[src/rtl/snowbro2_pcm_arb.sv]
// snowbro2_pcm_arb: round-robin arbiter sharing one PCM ROM port between two ADPCM requesters
// Optional fetch timeout with sticky ERR: define SNOWBRO2_PCMARB_TIMEOUT_EN
module snowbro2_pcm_arb (
    input  logic        CLK96,
    input  logic        RESET96,
    input  logic [17:0] OKI0_ADDR,
    input  logic [17:0] OKI1_ADDR,
    input  logic [1:0]  OKI0_BANK,
    input  logic [1:0]  OKI1_BANK,
    output logic [7:0]  OKI0_DATA,
    output logic [7:0]  OKI1_DATA,
    output logic        OKI0_OK,
    output logic        OKI1_OK,
    output logic        PCM_CS,
    output logic [19:0] PCM_ADDR,
    input  logic [7:0]  PCM_DOUT,
    input  logic        PCM_OK,
    output logic        ERR
);
    typedef enum logic [1:0] {S_IDLE, S_SETTLE, S_WAIT} state_t;
    state_t      r_state, w_next;
    logic [19:0] w_key0, w_key1, r_sk0, r_sk1, r_issue;
    logic        r_v0, r_v1, r_ptr, r_gnt;
    logic        w_pend0, w_pend1, w_gnt, w_start, w_done, w_tmo;
    logic [7:0]  w_data;

    assign w_key0   = {OKI0_BANK, OKI0_ADDR};
    assign w_key1   = {OKI1_BANK, OKI1_ADDR};
    assign OKI0_OK  = r_v0 && (w_key0 == r_sk0);
    assign OKI1_OK  = r_v1 && (w_key1 == r_sk1);
    assign w_pend0  = !OKI0_OK;
    assign w_pend1  = !OKI1_OK;
    assign w_gnt    = (w_pend0 && w_pend1) ? r_ptr : w_pend1;
    assign w_start  = (r_state == S_IDLE) && (w_pend0 || w_pend1);
    assign w_done   = (r_state == S_WAIT) && (PCM_OK || w_tmo);
    assign w_data   = PCM_OK ? PCM_DOUT : 8'h00;
    assign PCM_CS   = r_state != S_IDLE;
    assign PCM_ADDR = r_issue;

`ifdef SNOWBRO2_PCMARB_TIMEOUT_EN
    logic [7:0] r_cnt;
    logic       r_err;
    assign w_tmo = (r_cnt == 8'hFF) && !PCM_OK;
    assign ERR   = r_err;
    // Count WAIT cycles from zero for each fetch; a give-up completion latches ERR
    always_ff @(posedge CLK96) begin
        if (RESET96) begin
            r_cnt <= '0;
            r_err <= 1'b0;
        end else begin
            r_cnt <= (r_state == S_IDLE) ? 8'h00 : (r_state == S_WAIT) ? r_cnt + 8'h01 : r_cnt;
            if (w_done && w_tmo) r_err <= 1'b1;
        end
    end
`else
    assign w_tmo = 1'b0;
    assign ERR   = 1'b0;
`endif

    // State register
    always_ff @(posedge CLK96) begin
        if (RESET96) r_state <= S_IDLE;
        else r_state <= w_next;
    end

    // Next state: grant from IDLE, one stale-data cycle in SETTLE, hold in WAIT until done
    always_comb begin
        w_next = r_state;
        if (r_state == S_IDLE) w_next = w_start ? S_SETTLE : S_IDLE;
        else if (r_state == S_SETTLE) w_next = S_WAIT;
        else w_next = w_done ? S_IDLE : S_WAIT;
    end

    // Latch the granted key on issue; on completion store data and served key for the grantee
    always_ff @(posedge CLK96) begin
        if (RESET96) begin
            r_issue   <= '0;
            r_gnt     <= 1'b0;
            r_ptr     <= 1'b0;
            r_sk0     <= '0;
            r_sk1     <= '0;
            r_v0      <= 1'b0;
            r_v1      <= 1'b0;
            OKI0_DATA <= '0;
            OKI1_DATA <= '0;
        end else begin
            if (w_start) begin
                r_issue <= w_gnt ? w_key1 : w_key0;
                r_gnt   <= w_gnt;
            end
            if (w_done) begin
                r_ptr <= !r_ptr;
                if (r_gnt) begin
                    OKI1_DATA <= w_data;
                    r_sk1     <= r_issue;
                    r_v1      <= 1'b1;
                end else begin
                    OKI0_DATA <= w_data;
                    r_sk0     <= r_issue;
                    r_v0      <= 1'b1;
                end
            end
        end
    end
endmodule
[config.mk]
export PLATFORM = sky130hd
export DESIGN_NAME = snowbro2_pcm_arb
export DESIGN_NICKNAME = d
export VERILOG_FILES = /design/src/rtl/snowbro2_pcm_arb.sv
export SDC_FILE = /design/constraint.sdc
export NUM_CORES = 1
export LEC_CHECK = 0
export BUFFER_PORTS_ARGS = -buffer_cell sky130_fd_sc_hd__buf_4
export CELL_PAD_IN_SITES_DETAIL_PLACEMENT = 1
export CELL_PAD_IN_SITES_GLOBAL_PLACEMENT = 1
export CORE_MARGIN = 2
export CORE_UTILIZATION = 30
export CTS_BUF_LIST = sky130_fd_sc_hd__clkbuf_4 sky130_fd_sc_hd__clkbuf_8
export CTS_CLUSTER_DIAMETER = 200
export CTS_CLUSTER_SIZE = 12
export DETAILED_ROUTE_END_ITERATION = 10
export PLACE_DENSITY = 0.76
export SYNTH_ARGS = -nofsm -noshare
export SYNTH_HDL_FRONTEND = slang
export SYNTH_SLANG_ARGS = --single-unit
[constraint.sdc]
create_clock -name CLK96 -period 2.7 [get_ports CLK96]
set_clock_uncertainty 0.1 [all_clocks]
set_input_delay 0.27 -clock CLK96 [delete_from_list [all_inputs] [get_ports CLK96]]
set_output_delay 0.27 -clock CLK96 [all_outputs]
set_load 0.02 [all_outputs]
==> qor.yml <==
setup_path:
  crit_buf_inv: 1
  endpoint_kind: "primary output"
  startpoint_type: "flop"
  worst_path_largest_cell_delay_ns: 0.59
  arrival_ns: 2.19
  cpMaxStageDelayCell: "or4_4"
  critical_path.max_fanout: 2
  cpLargestDelayFamily: "simple AND/OR/NAND/NOR gates"
  worstSetupPathType: "reg -> out"
  crit_path_cell_trace: "xnor2_1, nand4_1, or4_4, nor2_1, buf_4"
  required_ns: 2.33
floorplan:
  row_count: 40
  die_y_um: 114.6
  io_pins: 91
  die-width_um: 114.6
  die_area_um2: 13130
  initial_utilization_pct: 30.68
  core_um2: 11960
pwr:
  power_frac_seq_pct: 50.9
  switchingPower_w: 0.0007690
  intPower_w: 0.001842
  p_sw_share_pct: 29.45
  p_leak_nw: 1.609
  power_per_cell_area_nw_per_um2: 563.9
  clockPowerShare_pct: 32.4
  p_comb_share_pct: 16.7
  peakVddDrop_v: 0.0002197
clock_tree:
  htree_levels: 3
  clockRootBuffer: "clkbuf_8"
  holdBufCountCts: 0
  cts_sinks: 82
  cts_resized: 0
  numCtsBuffers: 9
  postCtsSetupBuffers: 0
  cts_tree: "yes"
  insertion_delay_ns: 0.38
  clk_pin_slew_ns: 0.08
  clk_path_buf_depth: 2
cells_and_area:
  area_delta_synth_final_pct: 26.18
  fin_area_um2: 4631
  diodes: 0
  utilization_pct: 38.71
  drive_above_1_share_pct: 21.69
  fin_nets: 591
synthesis:
  syn_area_um2: 3670
  synth_compound_area_share_pct: 18.92
  ys_ff_latch: 82
  synth-simple-area-share_pct: 21.99
  synth_mux_area_share_pct: 0
  synth_cells: 466
  syn_nets: 517
  yosysSeqAreaShare_pct: 44.73
  synth-xor-area-share_pct: 9.785
  synth_fa_ha_area_share_pct: 0
  synth_area_per_cell_um2: 7.875
  synth_cell_types: 25
  yosys_warnings: 0
  synth_top_family_by_area: "simple AND/OR/NAND/NOR gates"
min_path:
  hold_class: "in -> reg"
timing:
  final-setup-viol-count: 0
  min_period_ns: 2.562
  period_share_pct: 94.88
  tns_ns: 0
  slew_violations: 0
  fmax_mhz: 390.4
  final_hold_viol_count: 0
  max-slew-margin-rel_pct: 18.36
  rsz0062_at_grt: "false"
  hold_slack_ns: 0.04342
  tightest_slew_ns: 1.225
  setup_ws_ns: 0.1383
drt:
  routed_via_density: 5.363
  drc: 0
  first_pass_iters: 4
  detail-route-antenna-nets: 0
  vias: 3706
  wirelength_um: 12990
  drtIter0Drc: 215
  wire_per_inst_um: 18.80
global_routing:
  grt_overflow: 0
  track_usage_pct: 20.56
  grt_first_pass_wirelength_um: 20570
  grt_max_degree: 83
  grt_pass1_vias: 3863
  antenna_found_initial: 0
placement:
  dp_slack_ns: 0.09432
  gp_congestion: 0.8687
  hpwl_um: 9630
  portBuffers: 89
  postPlaceCellArea_um2: 4452
outcome:
  status: "finished, final reports clean"
run:
  maxCapViolCount: 0
-- state kept, by name, indices dropped and copies added, names as in the netlist --
name       cells
r_sk0         20
OKI0_DATA      8
r_gnt          1
OKI1_DATA      8
r_sk1         20
r_state        2
r_v1           1
r_ptr          1
r_v0           1
PCM_ADDR      20
-- synthesized netlist by cell type (all sizes together) --
| library cell | count | area share, % |
|---|---|---|
| a21oi | 79 | 11 |
| a311oi | 20 | 4.8 |
| and2 | 2 | 0.34 |
| and4 | 3 | 0.72 |
| buf | 7 | 1.3 |
| clkbuf | 28 | 2.9 |
| conb | 1 | 0.10 |
| dfxtp | 82 | 45 |
| inv | 3 | 0.31 |
| nand2 | 116 | 12 |
| nand3 | 26 | 3.5 |
| nand4 | 16 | 2.7 |
| nor2 | 13 | 1.3 |
| nor3 | 1 | 0.14 |
| nor4 | 3 | 0.68 |
| o21ai | 21 | 2.9 |
| o21bai | 1 | 0.51 |
| or2 | 1 | 0.17 |
| or3 | 1 | 0.17 |
| or4 | 1 | 0.31 |
| xnor2 | 41 | 9.8 |
-- final timing paths --
path / depth (start not counted) / endpoint / start / slack, ns
setup / recovery: 5 / OKI0_OK / r_sk0[2] / 0.14
hold / removal: 3 / OKI1_DATA[6] / PCM_DOUT[6] / 0.04
setup reg to reg: 7 / PCM_ADDR[3] / r_sk1[17] / 0.15
hold reg to reg: 2 / OKI0_DATA[6] / OKI0_DATA[6] / 0.36
-- cell type report --
class                           instances  area, µm²
Sequential cell                        82       1642
Multi-Input combinational cell        346       1867
Inverter                                3      11.26
Timing Repair Buffer                   98      748.2
Clock buffer                           13      166.4
Tap cell                              147      183.9
Fill cell                            1463       7331
Clock inverter                          2      12.51
-- per-layer routing --
| layer | GRT usage, % | part of all wire, % | up-vias |
|---|---|---|---|
| met5 | 0 | 0 | - |
| met4 | 6.667 | 2.1 | 0 |
| met3 | 5.823 | 5.8 | 21 |
| met2 | 33.29 | 47 | 113 |
| met1 | 26.40 | 45 | 1822 |
| li1 | - | - | 1750 |
-- stage by stage --
| stage | instances | power, W |
|---|---|---|
| 5_1_grt | 691 | 0.002735 |
| 3_3_place_gp | 676 | 0.001780 |
| 4_1_cts | 691 | 0.002634 |
| 2_1_floorplan | 466 | 0.001564 |
| 6_report | 691 | 0.002611 |
| 3_5_place_dp | 676 | 0.001795 |
-- layout by cell type, fill, tap and decap left out, types with 2 or more instances in the layout --
cell      netlist  routed
nand2_1       116     116
buf_4           1      97
dfxtp_1        82      82
a21oi_1        79      79
xnor2_1        41      41
nand3_1        26      26
o21ai_0        21      21
a311oi_1       20      20
nand4_1        16      16
nor2_1         13      12
clkbuf_8        0      11
and4_1          3       3
inv_1           3       3
nor4_1          2       2
and2_1          2       2
clkbuf_4        0       2
-- kinds of logic (layout without fill, tap and decap cells) --
logic type | Yosys count | count (layout)
buffers and inverters | 38 | 116
other | 1 | 1
AOI/OAI and AO/OA | 121 | 121
xor gates and xnor gates | 41 | 41
DFF | 82 | 82
and+or+nand+nor | 183 | 183
-- tightest hold or removal path, delay by kind of cell --
kind                   cells  cell delay, ns
buffers and inverters      1            0.11
AO/OA/AOI/OAI              1            0.05
AND/OR/NAND/NOR            1            0.05
-- power by group through the flow --
stage          Sequential [W]  Combinational, W  Clock (W)
6_report              0.00133          0.000436   0.000846
5_1_grt               0.00134          0.000471   0.000929
4_1_cts               0.00133          0.000438   0.000866
3_5_place_dp          0.00136          0.000437          0
3_3_place_gp          0.00136          0.000423          0
2_1_floorplan         0.00138          0.000186          0
Note: power is estimated with default switching activity, not from simulation.
